File: src/rtl/fib_pkg.sv
// Shared definitions for the Fibonacci datapath sequencer: controller state
// encoding and default datapath/count widths.
package fib_pkg;

    localparam int DATA_W = 100;
    localparam int CNT_W  = 7;

    typedef enum logic [2:0] {
        IDLE,
        CLEAR,
        RUN,
        DRAIN,
        DONE
    } fib_state_e;

endpackage

File: src/rtl/fib_drain_timer.sv
// Loadable down-counter that times the wait between the last datapath enable
// and a stable datapath result.
module fib_drain_timer #(
    parameter int DP_LAT = 1
) (
    input  logic clk,
    input  logic rst,
    input  logic load_i,
    output logic last_o
);

    localparam int            W        = $clog2(DP_LAT + 1);
    localparam logic [W-1:0]  LOAD_VAL = W'(DP_LAT);

    logic [W-1:0] cnt_q;

    // Held at the full wait length whenever the controller is not draining,
    // so every DRAIN entry starts from a fresh count.
    always_ff @(posedge clk) begin
        if (rst || load_i) begin
            cnt_q <= LOAD_VAL;
        end else if (cnt_q != '0) begin
            cnt_q <= cnt_q - W'(1);
        end
    end

    assign last_o = (cnt_q == W'(1));

endmodule

File: src/rtl/fib_seq_ctrl.sv
// Sequencing controller for the iterative accumulate datapath: clear, enable
// for n cycles, wait out the datapath latency, capture and hold the result.
module fib_seq_ctrl
    import fib_pkg::*;
#(
    parameter int DATA_W = fib_pkg::DATA_W,
    parameter int CNT_W  = fib_pkg::CNT_W,
    parameter int DP_LAT = 1
) (
    input  logic              clk,
    input  logic              rst,
    input  logic              start_i,
    input  logic [CNT_W-1:0]  n_i,
    input  logic              abort_i,
    input  logic              ack_i,
    output logic              busy_o,
    output logic              done_o,
    output logic [DATA_W-1:0] result_o,
    output logic              start_err_o,
    output logic              dp_clr_o,
    output logic              dp_en_o,
    input  logic [DATA_W-1:0] dp_y_i
);

    fib_state_e        state_q;
    logic [CNT_W-1:0]  cnt_q;
    logic              busy_q;
    logic              done_q;
    logic [DATA_W-1:0] result_q;
    logic              start_err_q;
    logic              dp_clr_q;
    logic              dp_en_q;

    logic              accept;
    logic              last_run;
    logic              drain_last;

    assign accept   = (state_q == IDLE) || ((state_q == DONE) && ack_i);
    assign last_run = (cnt_q == CNT_W'(1));

    if (DP_LAT > 0) begin : g_drain
        fib_drain_timer #(
            .DP_LAT (DP_LAT)
        ) u_drain_timer (
            .clk    (clk),
            .rst    (rst),
            .load_i (state_q != DRAIN),
            .last_o (drain_last)
        );
    end else begin : g_no_drain
        assign drain_last = 1'b1;
    end

    // NOTE: all state and registered outputs update with <= so every branch
    // below sees the values from the start of the cycle, not partial updates.
    always_ff @(posedge clk) begin
        if (rst) begin
            state_q     <= IDLE;
            cnt_q       <= '0;
            busy_q      <= 1'b0;
            done_q      <= 1'b0;
            result_q    <= '0;
            start_err_q <= 1'b0;
            dp_clr_q    <= 1'b0;
            dp_en_q     <= 1'b0;
        end else begin
            start_err_q <= start_i && !accept;
            dp_clr_q    <= 1'b0;

            // busy_q is set exactly in CLEAR/RUN/DRAIN, the only abortable states.
            if (abort_i && busy_q) begin
                state_q  <= IDLE;
                busy_q   <= 1'b0;
                dp_en_q  <= 1'b0;
                dp_clr_q <= 1'b1;
            end else begin
                case (state_q)
                    IDLE: begin
                        if (start_i) begin
                            cnt_q    <= n_i;
                            state_q  <= CLEAR;
                            busy_q   <= 1'b1;
                            dp_clr_q <= 1'b1;
                        end
                    end

                    CLEAR: begin
                        if (cnt_q != '0) begin
                            state_q <= RUN;
                            dp_en_q <= 1'b1;
                        end else begin
                            state_q  <= DONE;
                            busy_q   <= 1'b0;
                            done_q   <= 1'b1;
                            result_q <= '0;
                        end
                    end

                    RUN: begin
                        cnt_q <= cnt_q - CNT_W'(1);
                        if (last_run) begin
                            dp_en_q <= 1'b0;
                            if (DP_LAT == 0) begin
                                state_q  <= DONE;
                                busy_q   <= 1'b0;
                                done_q   <= 1'b1;
                                result_q <= dp_y_i;
                            end else begin
                                state_q <= DRAIN;
                            end
                        end
                    end

                    DRAIN: begin
                        if (drain_last) begin
                            state_q  <= DONE;
                            busy_q   <= 1'b0;
                            done_q   <= 1'b1;
                            result_q <= dp_y_i;
                        end
                    end

                    DONE: begin
                        if (ack_i) begin
                            done_q <= 1'b0;
                            if (start_i) begin
                                cnt_q    <= n_i;
                                state_q  <= CLEAR;
                                busy_q   <= 1'b1;
                                dp_clr_q <= 1'b1;
                            end else begin
                                state_q <= IDLE;
                            end
                        end
                    end

                    default: begin
                        state_q <= IDLE;
                        busy_q  <= 1'b0;
                        done_q  <= 1'b0;
                        dp_en_q <= 1'b0;
                    end
                endcase
            end
        end
    end

    // The datapath is cleared for as long as the controller is held in reset.
    assign dp_clr_o    = dp_clr_q | rst;
    assign dp_en_o     = dp_en_q;
    assign busy_o      = busy_q;
    assign done_o      = done_q;
    assign result_o    = result_q;
    assign start_err_o = start_err_q;

    a_no_clr_while_en: assert property (@(posedge clk) disable iff (rst)
        !(dp_en_q && dp_clr_q));
    a_busy_done_excl: assert property (@(posedge clk) disable iff (rst)
        !(busy_q && done_q));

endmodule

File: config.mk
export PLATFORM = sky130hd
export DESIGN_NAME = fib_seq_ctrl
export DESIGN_NICKNAME = d
export VERILOG_FILES = /design/src/rtl/fib_pkg.sv /design/src/rtl/fib_drain_timer.sv /design/src/rtl/fib_seq_ctrl.sv
export SDC_FILE = /design/constraint.sdc
export NUM_CORES = 1
export LEC_CHECK = 0
export ABC_AREA = 1
export ABC_CLOCK_PERIOD_IN_PS = 2100
export CORE_MARGIN = 3
export CORE_UTILIZATION = 54
export CTS_BUF_LIST = sky130_fd_sc_hd__clkbuf_8
export DETAILED_ROUTE_END_ITERATION = 8
export DONT_BUFFER_PORTS = 1
export PLACE_DENSITY = 0.69
export SETUP_SLACK_MARGIN = 0.2
export SYNTH_ARGS = -nofsm -noshare
export SYNTH_HDL_FRONTEND = slang
export SYNTH_HIERARCHICAL = 1
export SYNTH_SLANG_ARGS = --single-unit
File: constraint.sdc
create_clock -name clk -period 2.1 [get_ports clk]
set_clock_uncertainty 0.15 [all_clocks]
set_input_delay 0.42 -clock clk [delete_from_list [all_inputs] [get_ports clk]]
set_output_delay 0.42 -clock clk [all_outputs]
set_load 0.01 [all_outputs]
==> reports/summary.md, run 1 <==
The tools report the total half-perimeter wirelength after legalization and detailed placement as 7.57 mm. In this run, synthesis inferred 0 flip-flops with an integrated enable. The maximum net fanout on the critical path was 23; the worst supply voltage drop on vdd was 0.000693 V.

Utilization after layout: 0.644. For the worst setup path, the data required time is 2250 ps. The sequential fraction of the synthesis area came out at 0.515.

The detail route stage leaves a number of antenna-violating nets equal to 0. Summing all multi-input logic gate instances after layout gives 1900 um^2. The depth of the most critical reg-to-reg path is 10. The number of antenna cells inserted came out at 0. Cell at the root of the clock tree: sky130_fd_sc_hd__clkbuf_8.

The power per cell area is 1260 nW/um^2, and the detailed-route DRC error count is 0. In the synthesized netlist, the number of instances is 596. By area the synthesized netlist is led by sky130_fd_sc_hd__dfxtp_1, sky130_fd_sc_hd__nand2_1, sky130_fd_sc_hd__a21oi_1. The tools report the global-route total usage across every layer as 0.230.

Setup repair after global routing left no endpoint under its margin. The ratio of routed vias to standard cells works out to 5.42. The cell area after technology mapping is 4510 um^2. In the final routed layout, each cell accounts on average for 16.5 um. For the timing-limited maximum frequency, the log shows 556 MHz. Buffers inserted during clock tree synthesis total 17.

The worst hold path belongs to the class in -> reg. The worst slack on hold paths came out at -76.0 ps. The commonest cells after synthesis are sky130_fd_sc_hd__nand2_1, sky130_fd_sc_hd__dfxtp_1, sky130_fd_sc_hd__a21oi_1. Setup total negative slack on the finished layout was measured at 0 ps. The tool flagged a number of max-cap violations equal to 0. The post-place setup slack came out at 230 ps.

The post-synthesis net count is 711. The final cycle utilization of the critical path is 0.856, and the register area is 2320 um^2. For the clock sink count, the log shows 116.

The synthesized netlist contains 21 unique library cells. The total via count in the routed design is 3867. The floorplan step defined a die boundary enclosing 9490 um^2. In this run the mean area of a mapped cell was 7.57 um^2.

The layout cell share with drive strength beyond 1 came out at 0.128. The run gives 302 ps as the slack of the critical path. Final net count: 713. The tools report the type of origin of the critical path as a flop.

Summed over all cells, the static leakage comes to 1.83 nW. STA classifies the critical path endpoint as a flop. The worst register-to-register path begins at cnt_q[1]$_SDFFE_PP0P_. The initial antenna violation count was 0; the number of detailed-route iterations in the first pass was 4. The run gives 3631 as the via count of the first global-routing pass.

Counting flops and latches in the post-synthesis netlist gives 116. Entering global routing, the biggest net connects 112 pins. The slew at the pin closest to its max-slew limit works out to 347 ps. In this run the critical register-to-register path is captured at result_o[79]$_SDFFE_PP0P_. Commonest register cell after synthesis: sky130_fd_sc_hd__dfxtp_1. The layout overhead on the synthesized area was 13.2%. Wires add up to 11.8 mm.

Setup violations remaining at the end of the flow were counted as 0. For the normalized max-slew margin, the log shows 0.767. TritonCTS built the clock tree. For the worst setup path, the data arrival time is 1950 ps.

The tools report the setup slack on the worst flop-to-flop path as 300 ps. For this run the aggregate overflow at the end of global routing stands at 0. The logs give 54 for the final count of hold timing violations and 7930 um^2 for the area of the placeable core.

The die is 97.4 um tall. Total power for the finished layout comes to 0.00644 W. After clock tree synthesis, the clock-pin slew on the worst setup and hold paths is 70 ps. The largest total area in the synthesized netlist belongs to sky130_fd_sc_hd__dfxtp_1.

For this design, the CTS-stage hold fixing added 4 buffers. The share of flip-flops with an asynchronous set or reset after synthesis is 0, and the initial cell density of the core is 0.569. The worst hold path begins at rst.

The worst hold path terminates at result_o[88]$_SDFFE_PP0P_. The number of pins with negative max-slew slack in the final report was 0; the clock period minus final worst setup slack was 1800 ps. The run gives 32 as the cell row count.

The run finished, with violations left. Yosys printed 6 warnings. For the clock latency on the worst-skew pair, the log shows 410 ps. Counting the fill cells in the layout gives 714. The area fraction of the dominant cell type after synthesis is 0.515.

The horizontal die dimension works out to 97.4 um. The logs give 17.7 mm for the wire length of the first global-routing pass and 2 for the maximum number of buffers from clock root to sink. sky130_fd_sc_hd__nand2_1 is the most common cell in the netlist. The checks that failed: hold timing. The H-tree was split into 4 levels.

For the final weighted congestion in routability-driven placement, the log shows 0.920. Port buffering added 0 buffers. The critical setup path kind is reg -> reg. The hold-critical path depth is 1, and the detailed router's first-iteration violation count is 171. The run gives 217 as the number of ports placed on the die boundary.
[flip-flops by register name, summed over array words and instances, names as in the netlist]
register                      count
result_o                        100
cnt_q                             7
state_q                           3
busy_o                            1
done_o                            1
dp_clr_q                          1
dp_en_o                           1
g_drain.u_drain_timer/last_o      1
start_err_o                       1
[worst max-delay path, stage by stage (launching register included)]
cell and delay (ps):
sky130_fd_sc_hd__dfxtp_1 300, sky130_fd_sc_hd__inv_1 130, sky130_fd_sc_hd__ha_1 180, sky130_fd_sc_hd__inv_1 40, sky130_fd_sc_hd__nor2_1 150, sky130_fd_sc_hd__nand3_2 130
sky130_fd_sc_hd__nand2_4 120, sky130_fd_sc_hd__nand2_4 120, sky130_fd_sc_hd__clkbuf_16 230, sky130_fd_sc_hd__nand2_1 70, sky130_fd_sc_hd__a21oi_1 50
[cell families after synthesis]
kind of cell               Yosys count  share of synthesized area
AOI/OAI and AO/OA                  123                      0.145
adders and majority gates            3                    0.00832
buffers and inverters               60                     0.0710
DFF                                116                      0.515
and+or+nand+nor                    294                      0.261
[worst max-delay path by stage]
stage / startpoint / endpoint / slack, ps / depth (start not counted)
final: cnt_q[1]$_SDFFE_PP0P_ / result_o[79]$_SDFFE_PP0P_ / 300 / 10
after detailed placement: cnt_q[0]$_SDFFE_PP0P_ / result_o[24]$_SDFFE_PP0P_ / 230 / 10
after global routing: busy_o$_SDFFE_PP0P_ / result_o[92]$_SDFFE_PP0P_ / 150 / 8
after CTS: cnt_q[0]$_SDFFE_PP0P_ / result_o[75]$_SDFFE_PP0P_ / 210 / 10
after global placement: cnt_q[1]$_SDFFE_PP0P_ / result_o[16]$_SDFFE_PP0P_ / 280 / 10
after floorplan: cnt_q[0]$_SDFFE_PP0P_ / result_o[58]$_SDFFE_PP0P_ / 480 / 11
[cell usage in the layout, fill, tap and decap left out, types with 6 or more instances in the layout]
cell type,n
sky130_fd_sc_hd__a21oi_2,10
sky130_fd_sc_hd__nand2_2,11
sky130_fd_sc_hd__buf_4,6
sky130_fd_sc_hd__o21ai_0,11
sky130_fd_sc_hd__nand3_1,13
sky130_fd_sc_hd__clkbuf_8,19
sky130_fd_sc_hd__nor2_1,28
sky130_fd_sc_hd__nand2_1,230
sky130_fd_sc_hd__dfxtp_1,116
sky130_fd_sc_hd__a21oi_1,101
sky130_fd_sc_hd__inv_1,21
[power breakdown]
group | internal [W] | total (W) | leakage (nW) | switching [W]
sequential | 0.00242 | 0.00267 | 0.937 | 0.000253
clock | 0.00114 | 0.00209 | 0.197 | 0.000951
combinational | 0.000633 | 0.00168 | 0.698 | 0.00105
total | 0.00419 | 0.00644 | 1.83 | 0.00225
[routing by layer]
layer | track usage | vias to the layer above | wire [um]
met5 | 0 | - | 0
met4 | 0.0714 | 0 | 99
met3 | 0.118 | 8 | 1190
met2 | 0.376 | 170 | 5890
met1 | 0.263 | 1780 | 4570
li1 | - | 1909 | -
[stage by stage]
stage	instance area, um^2	std cells
2_1_floorplan	4510	596
3_3_place_gp	4510	669
3_5_place_dp	4510	669
4_1_cts	4960	705
5_1_grt	5100	713
6_report	5100	713
[repair_timing]
action,4_1_cts,5_1_grt
endpoints found under the hold margin,109,105
buffers inserted,0,4
endpoints found under the setup margin,0,106
gates resized for setup,0,8
[layout make-up]
type / instances / share of cell area
multi-input cells: 421 / 0.372
inverters: 25 / 0.0189
well taps: 102 / 0.0250
flip-flops and latches: 116 / 0.455
clock buffers: 19 / 0.0512
repair buffers: 17 / 0.0485
clock inverters: 13 / 0.0294
No activity file was read; power rests on OpenSTA's default activity.
==> run 2: changes to the inputs <==
- CTS_CLUSTER_DIAMETER: default -> 120
- MAX_ROUTING_LAYER: default -> met4
==> run 2 against run 1 <==
Net effect: the run still ends with hold timing left; via count down 2.7%; routed wire length down 6.8%; utilization down 1.9 points; sequential power about the same; count of clock-buffer cells in the layout down 2; fmax up 1.2%; flip-flop and latch count unchanged; clock power about the same; setup slack better by 21 ps; global-route usage up 0.60 points; critical endpoint is now result_o[22]$_SDFFE_PP0P_; largest cell class unchanged.
==> reports/summary.md, run 2 (same netlist as run 1, synthesis figures left out) <==
The library cells used most frequently in the layout, excluding fill and tap cells, are sky130_fd_sc_hd__nand2_1, sky130_fd_sc_hd__dfxtp_1, sky130_fd_sc_hd__a21oi_1. The total area inside the core boundary comes to 7930 um^2. TritonCTS built the clock tree. For this design the total switching power over the nets is 0.00214 W.

Compared with the post-synthesis result, the final layout area differs by 9.90%. Post-placement cell area: 4500 um^2. The global-route total usage across every layer is 0.236.

In this run the critical register-to-register path is launched from cnt_q[0]$_SDFFE_PP0P_. The layout cell share with drive strength beyond 1 is 0.110. Worst min-delay path category: in -> reg. The startpoint identified for the worst hold timing path is rst. The max-cap check violation count was 0. Along the worst path, the maximum fanout reaches 51. The number of pins with negative max-slew slack in the final report came out at 0. The final number of setup-violating endpoints was 0; the required time at the endpoint of the critical path was 2250 ps. The initial antenna violation count came out at 0. The utilization after layout was 0.625; the slew at the pin closest to its max-slew limit was 370 ps. The analysis attributes to cell leakage a power of 1.78 nW. The launch point of the critical path was cnt_q[0]$_SDFFE_PP0P_. The combinational group share of total power came out at 0.241.

In this run the clock root is driven by a sky130_fd_sc_hd__clkbuf_8. In the routed design, unresolved DRC markers number 0. The met2 usage in global routing was 0.380; the normalized max-slew margin was 0.752.

The most congested layer reported by global routing is met2. For this design, the sink count on the clock tree is 116. For the die area, the log shows 9490 um^2. The first global-routing pass estimated 17.8 mm of wire. The timing-limited maximum frequency was 563 MHz. In this run the core area contains 32 standard-cell rows.

Setup repair after global routing could not meet its margin everywhere. Switching fraction of total power: 0.343. The logs give 97 for the final count of hold timing violations and 0.0962 for the global-route met3 utilization. The logs give 217 for the detailed router's first-iteration violation count and 1880 um^2 for the area of combinational cells with multiple inputs. The internal portion of the total power is 0.00410 W. The worst supply voltage drop on vdd came out at 0.000487 V.

Wires add up to 11.0 mm. After the last flow step, the layout net total stands at 705. After detailed routing, the number of vias per cell comes to 5.34. 0 antenna diodes ended up in the layout. The final global-route overflow total is 0, and the number of buffers inserted for hold repair after clock tree synthesis is 4. The congestion estimate from routability-driven global placement came to 0.949. The maximum number of buffers from clock root to sink was 2; the number of flip-flops in the largest register was 100. The worst setup path is launched from a flop. The horizontal die dimension works out to 97.4 um. The number of ports placed on the die boundary was 217; the total via count in the routed design was 3761. Count of input and output buffers: 0. The final cycle utilization of the critical path is 0.846. The number of setup buffers added after CTS is 0. The filler cells instantiated in the layout total 716. Once layout is done, the placed cells without fillers occupy 4960 um^2. The met1 capacity usage during global routing is 0.268. The final reports fail on hold timing. The power per cell area came out at 1260 nW/um^2.

The clock network fraction of total power was 0.331. Critical setup path kind: reg -> reg. The y dimension of the die was 97.4 um. Part of the power in registers: 0.428. Pin count of the biggest net entering global routing: 112. Clock latency on the worst-skew pair: 420 ps. After layout, the worst setup slack is 323 ps. The H-tree was split into 4 levels. The number of nets with antenna violations after detailed routing was 0.

Commonest non-fill, non-tap cell in the layout: sky130_fd_sc_hd__nand2_1. After clock tree synthesis, the clock-pin slew on the worst setup and hold paths is 80 ps. In this run, CTS created clock tree buffers numbering 17.

Worst slack on hold paths: -79.9 ps. The first TritonRoute pass finished after 4 iterations. Via count of the first global-routing pass: 3622. Once detailed placement completed, the half-perimeter wirelength came to 7.46 mm. The worst setup path is captured at a flop.

The run finished, with violations left. Timing analysis after detailed placement gives a worst setup slack of 183 ps. The worst path in the final design needs a cycle of 1780 ps, including I/O delays and setup. Setup total negative slack on the finished layout was measured at 0 ps. Summing all flip-flop and latch instances after layout gives 2320 um^2.

The critical path arrival is 1930 ps. In the final routed layout, each cell accounts on average for 15.6 um. Initial cell density of the core: 0.569.
[run 2: cell types whose count changed in the layout (fill, tap and decap cells not counted), moves of 2 or more]
cell	change
sky130_fd_sc_hd__clkbuf_16	-3
sky130_fd_sc_hd__clkinvlp_4	-2
sky130_fd_sc_hd__inv_1	+2
sky130_fd_sc_hd__clkinv_2	+3
sky130_fd_sc_hd__buf_4	-4
sky130_fd_sc_hd__clkbuf_8	-2
[run 2: final timing paths]
path	depth (start not counted)	end	slack [ps]
setup / recovery	10	result_o[22]$_SDFFE_PP0P_	320
hold reg to reg	2	cnt_q[2]$_SDFFE_PP0P_	340
setup reg to reg	10	result_o[22]$_SDFFE_PP0P_	320
hold / removal	1	result_o[88]$_SDFFE_PP0P_	-80
[run 2: area by class of cell]
type	count	share of cell area
clock buffer	17	0.0472
clock inverter	14	0.0331
inverter	25	0.0189
multi-input combinational	420	0.379
sequential	116	0.468
tap	102	0.0257
timing repair buffer	10	0.0273
[run 2: critical path: stages (launching register included)]
cell                      delay [ps]
sky130_fd_sc_hd__dfxtp_1         330
sky130_fd_sc_hd__inv_1           110
sky130_fd_sc_hd__ha_1            160
sky130_fd_sc_hd__inv_1            40
sky130_fd_sc_hd__nor2_1          170
sky130_fd_sc_hd__nand3_2         110
sky130_fd_sc_hd__nand2_1         140
sky130_fd_sc_hd__nand2_4          80
sky130_fd_sc_hd__buf_12          190
sky130_fd_sc_hd__nand2_1         100
sky130_fd_sc_hd__a21oi_1          60
[run 2: metrics by stage]
step	std cells	power, W
final	704	0.00624
after floorplan	596	0.00398
after global placement	669	0.00413
after CTS	704	0.00625
after detailed placement	669	0.00415
after global routing	704	0.00662
[run 2: layer usage]
layer | vias to the layer above | wire length, um
met5 | - | 0
met4 | 0 | 138
met3 | 12 | 1070
met2 | 169 | 5400
met1 | 1694 | 4350
li1 | 1886 | -
[run 2: what timing repair did]
item	CTS	global route
hold endpoints to repair	109	105
cloned	0	0
gates resized for setup	1	5
endpoints found under the setup margin	22	62
[run 2: power groups by stage]
stage                     Clock [W]  Sequential, W  Combinational [W]
final                       0.00207        0.00267            0.00150
after global routing        0.00221        0.00270            0.00171
after CTS                   0.00211        0.00267            0.00147
after detailed placement          0        0.00271            0.00143
after global placement            0        0.00271            0.00142
after floorplan                   0        0.00265            0.00132
